[config.mk]
export PLATFORM = sky130hd
export DESIGN_NAME = mem_ctrl_flat
export DESIGN_NICKNAME = d
export VERILOG_FILES = /design/src/rtl/mem_ctrl_if.sv /design/src/rtl/mem_ctrl.sv /design/src/flat_wrapper.sv
export SDC_FILE = /design/constraint.sdc
export NUM_CORES = 1
export LEC_CHECK = 0
export ABC_AREA = 1
export BUFFER_PORTS_ARGS = -buffer_cell sky130_fd_sc_hd__buf_2
export CAP_MARGIN = 30
export CORE_MARGIN = 5
export CORE_UTILIZATION = 50
export CTS_CLUSTER_DIAMETER = 50
export CTS_CLUSTER_SIZE = 10
export DETAILED_ROUTE_END_ITERATION = 12
export PLACE_DENSITY_LB_ADDON = 0.15
export SKIP_CTS_REPAIR_TIMING = 1
export SLEW_MARGIN = 20
export SYNTH_ARGS = -nofsm -noshare
export SYNTH_HDL_FRONTEND = slang
export SYNTH_SLANG_ARGS = --single-unit
[constraint.sdc]
create_clock -name clk -period 4.48 [get_ports clk]
set_input_delay 0.896 -clock clk [delete_from_list [all_inputs] [get_ports clk]]
set_output_delay 0.896 -clock clk [all_outputs]
set_load 0.01 [all_outputs]
[src/rtl/mem_ctrl_if.sv]
// Bus bundle between the pipeline requesters, the memory controller and the
// byte-wide synchronous RAM.
//   mm_*  : MEM-stage load/store request and its completion (mm_ok, mm_n_o)
//   if_*  : IF-stage word fetch request and its completion (if_ok, if_n_o)
//   ram_* : byte RAM port; ram_din returns one cycle after ram_a
// modport slave  : the controller's view
// modport master : the view of the requesters plus the RAM
interface mem_ctrl_if #(
    parameter int ADDR_W = 32
);
    logic              mm_e;
    logic              mm_wr;
    logic [ADDR_W-1:0] mm_a;
    logic [31:0]       mm_n_i;
    logic [1:0]        mm_cu;
    logic              mm_ok;
    logic [31:0]       mm_n_o;
    logic              if_e;
    logic [ADDR_W-1:0] if_a;
    logic              if_ok;
    logic [31:0]       if_n_o;
    logic [7:0]        ram_din;
    logic [7:0]        ram_dout;
    logic [ADDR_W-1:0] ram_a;
    logic              ram_wr;

    modport slave (
        input  mm_e, mm_wr, mm_a, mm_n_i, mm_cu, if_e, if_a, ram_din,
        output mm_ok, mm_n_o, if_ok, if_n_o, ram_dout, ram_a, ram_wr
    );

    modport master (
        output mm_e, mm_wr, mm_a, mm_n_i, mm_cu, if_e, if_a, ram_din,
        input  mm_ok, mm_n_o, if_ok, if_n_o, ram_dout, ram_a, ram_wr
    );
endinterface

[src/rtl/mem_ctrl.sv]
// Memory controller: serializes MEM-stage loads/stores and IF-stage fetches
// into little-endian byte beats on a byte-wide synchronous RAM and reassembles
// read bytes into a word. Each completed transfer gives its owner a one-cycle
// ok pulse.
// Ports:
//   clk  - clock
//   rst  - synchronous active-high reset
//   bus  - mem_ctrl_if.slave: mm_* / if_* request side and ram_* RAM side
module mem_ctrl #(
    parameter int ADDR_W = 32
) (
    input  logic       clk,
    input  logic       rst,
    mem_ctrl_if.slave  bus
);
    typedef enum logic [1:0] {IDLE, RD, WR, DONE} state_t;

    state_t            state_q, state_d;
    logic              owner_q, owner_d;   // 1 = fetch, 0 = MEM stage
    logic              wr_q, wr_d;
    logic [ADDR_W-1:0] addr_q, addr_d;
    logic [31:0]       data_q, data_d;
    logic [31:0]       result_q, result_d;
    logic [2:0]        n_q, n_d;           // byte count, 1..4
    logic [2:0]        beat_q, beat_d;
    logic [31:0]       mm_n_q, mm_n_d;
    logic [31:0]       if_n_q, if_n_d;

    logic              in_beat;
    logic [2:0]        beat_m1;
    logic [31:0]       wr_shift;

    assign bus.mm_n_o = mm_n_q;
    assign bus.if_n_o = if_n_q;

    always_comb begin
        state_d  = state_q;
        owner_d  = owner_q;
        wr_d     = wr_q;
        addr_d   = addr_q;
        data_d   = data_q;
        result_d = result_q;
        n_d      = n_q;
        beat_d   = beat_q;
        mm_n_d   = mm_n_q;
        if_n_d   = if_n_q;

        bus.mm_ok    = 1'b0;
        bus.if_ok    = 1'b0;
        bus.ram_wr   = 1'b0;
        bus.ram_dout = 8'd0;

        // Beats are the first N cycles in RD/WR; the extra read capture cycle
        // (beat_q == n_q) drives address 0.
        in_beat   = ((state_q == RD) || (state_q == WR)) && (beat_q < n_q);
        bus.ram_a = in_beat ? (addr_q + ADDR_W'(beat_q)) : '0;
        beat_m1   = beat_q - 3'd1;
        wr_shift  = data_q >> {beat_q, 3'b000};

        case (state_q)
            IDLE: begin
                beat_d   = 3'd0;
                result_d = 32'd0;
                if (bus.mm_e) begin
                    owner_d = 1'b0;
                    wr_d    = bus.mm_wr;
                    addr_d  = bus.mm_a;
                    data_d  = bus.mm_n_i;
                    n_d     = {1'b0, bus.mm_cu} + 3'd1;
                    state_d = bus.mm_wr ? WR : RD;
                end else if (bus.if_e) begin
                    owner_d = 1'b1;
                    wr_d    = 1'b0;
                    addr_d  = bus.if_a;
                    n_d     = 3'd4;
                    state_d = RD;
                end
            end
            RD: begin
                beat_d = beat_q + 3'd1;
                // RAM data lags the address by one cycle, so the byte for
                // beat k lands while beat_q == k+1.
                if (beat_q != 3'd0) begin
                    result_d = result_q | ({24'd0, bus.ram_din} << {beat_m1[1:0], 3'b000});
                end
                if (beat_q == n_q) begin
                    state_d = DONE;
                    if (owner_q) begin
                        if_n_d = result_d;
                    end else begin
                        mm_n_d = result_d;
                    end
                end
            end
            WR: begin
                bus.ram_wr   = 1'b1;
                bus.ram_dout = wr_shift[7:0];
                beat_d       = beat_q + 3'd1;
                if (beat_q == n_q - 3'd1) begin
                    state_d = DONE;
                    mm_n_d  = 32'd0;
                end
            end
            DONE: begin
                // Request inputs are deliberately not looked at here: the
                // requester drops e combinationally on ok.
                bus.mm_ok = ~owner_q;
                bus.if_ok = owner_q;
                state_d   = IDLE;
            end
            default: state_d = IDLE;
        endcase
    end

    always_ff @(posedge clk) begin
        if (rst) begin
            state_q <= IDLE;
            mm_n_q  <= 32'd0;
            if_n_q  <= 32'd0;
        end else begin
            state_q <= state_d;
            mm_n_q  <= mm_n_d;
            if_n_q  <= if_n_d;
        end
    end

    // Transfer context; only meaningful while state_q is not IDLE.
    always_ff @(posedge clk) begin
        owner_q  <= owner_d;
        wr_q     <= wr_d;
        addr_q   <= addr_d;
        data_q   <= data_d;
        result_q <= result_d;
        n_q      <= n_d;
        beat_q   <= beat_d;
    end
endmodule

[src/flat_wrapper.sv]
// flat-port wrapper written by rule: the top's interface ports become plain ports
module mem_ctrl_flat 
#(
    parameter int ADDR_W = 32
)
  (clk, rst, bus_mm_e, bus_mm_wr, bus_mm_a, bus_mm_n_i, bus_mm_cu, bus_if_e, bus_if_a, bus_ram_din, bus_mm_ok, bus_mm_n_o, bus_if_ok, bus_if_n_o, bus_ram_dout, bus_ram_a, bus_ram_wr);
  mem_ctrl_if #(.ADDR_W(ADDR_W)) bus_i ();
  input  logic clk;
  input  logic rst;
  input wire logic [$bits(bus_i.mm_e)-1:0] bus_mm_e;
  input wire logic [$bits(bus_i.mm_wr)-1:0] bus_mm_wr;
  input wire logic [$bits(bus_i.mm_a)-1:0] bus_mm_a;
  input wire logic [$bits(bus_i.mm_n_i)-1:0] bus_mm_n_i;
  input wire logic [$bits(bus_i.mm_cu)-1:0] bus_mm_cu;
  input wire logic [$bits(bus_i.if_e)-1:0] bus_if_e;
  input wire logic [$bits(bus_i.if_a)-1:0] bus_if_a;
  input wire logic [$bits(bus_i.ram_din)-1:0] bus_ram_din;
  output wire logic [$bits(bus_i.mm_ok)-1:0] bus_mm_ok;
  output wire logic [$bits(bus_i.mm_n_o)-1:0] bus_mm_n_o;
  output wire logic [$bits(bus_i.if_ok)-1:0] bus_if_ok;
  output wire logic [$bits(bus_i.if_n_o)-1:0] bus_if_n_o;
  output wire logic [$bits(bus_i.ram_dout)-1:0] bus_ram_dout;
  output wire logic [$bits(bus_i.ram_a)-1:0] bus_ram_a;
  output wire logic [$bits(bus_i.ram_wr)-1:0] bus_ram_wr;
  assign bus_i.mm_e = bus_mm_e;
  assign bus_i.mm_wr = bus_mm_wr;
  assign bus_i.mm_a = bus_mm_a;
  assign bus_i.mm_n_i = bus_mm_n_i;
  assign bus_i.mm_cu = bus_mm_cu;
  assign bus_i.if_e = bus_if_e;
  assign bus_i.if_a = bus_if_a;
  assign bus_i.ram_din = bus_ram_din;
  assign bus_mm_ok = bus_i.mm_ok;
  assign bus_mm_n_o = bus_i.mm_n_o;
  assign bus_if_ok = bus_i.if_ok;
  assign bus_if_n_o = bus_i.if_n_o;
  assign bus_ram_dout = bus_i.ram_dout;
  assign bus_ram_a = bus_i.ram_a;
  assign bus_ram_wr = bus_i.ram_wr;
  mem_ctrl #(.ADDR_W(ADDR_W)) u_core (.clk(clk), .rst(rst), .bus(bus_i));
endmodule
==> reports/qor.yml <==
drt:
  wl_microns: 22700
  drt_iter0_markers: 604
  via_count: 7630
  vias_per_cell: 4.84
  first_pass_iters: 5
  ant_nets: 0
  wl_per_cell_microns: 14.4
  drcViolationCount: 0
placement:
  place_congestion: 0.904
  dpl.hpwl_microns: 16800
  io_buffer_count: 217
sta:
  skew_ps: 10.7
  fin_setup_tns_ps: 0
  slew_headroom_pct: 42.0
  slew_violations: 0
  fmax_mhz: 254
  period_share_pct: 87.9
  setup_viol: 0
  hold_viol: 0
  tightest_slew_ps: 870
  rsz0062_at_grt: "no"
  finalCriticalPeriod_ps: 3940
  holdWs_ps: 505
synthesis:
  synth_cell_types: 32
  ys_warn_count: 0
  synth.avg_cell_area_sq_um: 7.57
  synth_top_cell_area_share_pct: 35.8
  synth_compound_area_share_pct: 7.36
  syn_nets: 1267
  synth_mux_area_share_pct: 0
  synth_common_cells: "nand2_1 (309), nor2_1 (184), inv_1 (179)"
  ys_seq_area_share_pct: 51.1
  synthFlopType: "edfxtp_1"
  synth_top_family_by_area: "simple AND/OR/NAND/NOR gates"
  synth_area_sq_um: 8630
  synth-adder-area-share_pct: 2.41
  synth_xor_area_share_pct: 0.507
  ys_seq_elements: 169
  yosysTopAreaCell: "edfxtp_1"
  yosysMostFrequentCell: "nand2_1"
  synth-edff-count: 103
  yosys-top-cells-area: "edfxtp_1 (36%), dfxtp_1 (15%), nand2_1 (13%)"
  syn_inst: 1140
  synth-async-reset-ratio_pct: 0
  yosys.area_share.simple_pct: 28.1
clock_tree:
  cts_tree: "built"
  insertion_delay_ps: 430
  clockBufferDepth: 2
  h-tree-depth: 4
  cts_buffers: 17
  clk_pin_slew_ps: 70
  cts.sinks: 169
  cts_root_buffer: "clkbuf_16"
min_path:
  min_path_type: "reg -> reg"
critical_path:
  critPathKind: "reg -> out"
  arrival_ps: 3040
  crit_path_start_kind: "flip-flop"
  required_ps: 3580
  cp-end-kind: "primary output"
  critPathMaxFanout: 35
floorplanning:
  pin_count: 218
  core_sq_um: 17100
  die_area_sq_um: 20000
  dieWidth_microns: 141
  die_h_microns: 141
  start_util_pct: 50.4
  num_rows: 48
power:
  power_leakage_nw: 5.35
  p_per_area_nw_per_um2: 680
  vdd_drop_max_v: 0.000454
global_route:
  antenna_found_initial: 0
  grt_max_degree: 43
  grt_pass1_vias: 7117
  grt.total_usage_pct: 22.7
  grt_pass1_wl_microns: 36100
  overflow: 0
finish:
  fill_cells: 1631
  num-nets-final: 1466
  drive_above_1_share_pct: 20.3
  area_delta_synth_final_pct: 22.2
  diodes: 0
status:
  outcome: "finished clean"
run:
  cap_viol_max_count: 0
## cells by family (layout without fill, tap and decap cells)
| group | count (synthesis) | count (layout) |
|---|---|---|
| flops | 169 | 169 |
| xor+xnor | 5 | 5 |
| buf+inv | 231 | 443 |
| fa+ha+maj | 16 | 16 |
| compound gates | 126 | 126 |
| simple gates | 593 | 593 |
## sequential cells by signal (all words and copies together), names as in the netlist
register / count
u_core.result_q: 32
u_core.addr_q: 32
u_core.data_q: 32
u_core.state_q: 2
u_core.beat_q: 3
u_core.n_q: 3
u_core.owner_q: 1
u_core.bus.mm_n_o: 32
u_core.bus.if_n_o: 32
## cell type report
cell class / instances / area [sq um] / share of cell area, %
Tap cell: 225 / 282 / 2.67
Multi-Input combinational cell: 740 / 3340 / 31.6
Inverter: 182 / 687 / 6.51
Clock inverter: 15 / 205 / 1.94
Sequential cell: 169 / 4410 / 41.8
Clock buffer: 17 / 425 / 4.03
Timing Repair Buffer: 229 / 1200 / 11.4
## cells in the final DEF, fill, tap and decap left out, drive strengths merged, types with 14 or more instances in the layout
cell type	netlist	final
nand2	310	310
buf	21	229
inv	181	189
nor2	186	186
edfxtp	103	103
dfxtp	66	66
o21ai	62	62
a21oi	62	62
nand3	47	47
nand4	30	30
clkbuf	28	17
ha	15	15
nor3	14	14
## where the power goes
group,internal [mW],switching [mW],leakage [nW]
Sequential,2.24,0.226,1.58
Clock,0.902,0.667,0.308
Combinational,0.975,2.16,3.46
## worst max-delay path, stage by stage (launching register included)
cell and delay (ps):
edfxtp_1 390, buf_4 260, inv_1 400, ha_1 220
nor2_1 40, o21a_1 180, nor3_2 100, buf_4 250
inv_1 300, nor3_1 290, buf_2 170
## metal layers
metal | track usage, % | vias to the layer above | routed length [microns]
li1 | - | 3988 | -
met1 | 30.7 | 3360 | 10100
met2 | 37.1 | 254 | 10500
met3 | 4.62 | 28 | 1700
met4 | 6.41 | 0 | 315
met5 | 0 | - | 0
## worst paths after layout
kind | to | slack, ps | start | depth (start not counted)
min reg2reg | u_core.bus.mm_n_o[5] | 500 | u_core.bus.mm_n_o[5] | 4
max | bus_ram_a[19] | 540 | u_core.beat_q[0] | 10
min | u_core.bus.mm_n_o[5] | 500 | u_core.bus.mm_n_o[5] | 4
max reg2reg | u_core.bus.mm_n_o[10] | 1260 | u_core.beat_q[0] | 9
## metrics by stage
stage	worst slack (ps)	std cells	instance area (sq um)	utilization (%)	total power, mW
2_1_floorplan	800	1140	8630	-	4.62
3_3_place_gp	802	1540	9850	57.6	5.56
3_5_place_dp	644	1542	9890	57.8	5.61
4_1_cts	166	1574	10500	61.5	7.20
5_1_grt	198	1577	10600	61.7	7.74
6_report	541	1577	10600	61.7	7.17
Power figures use the tool's default switching activity.
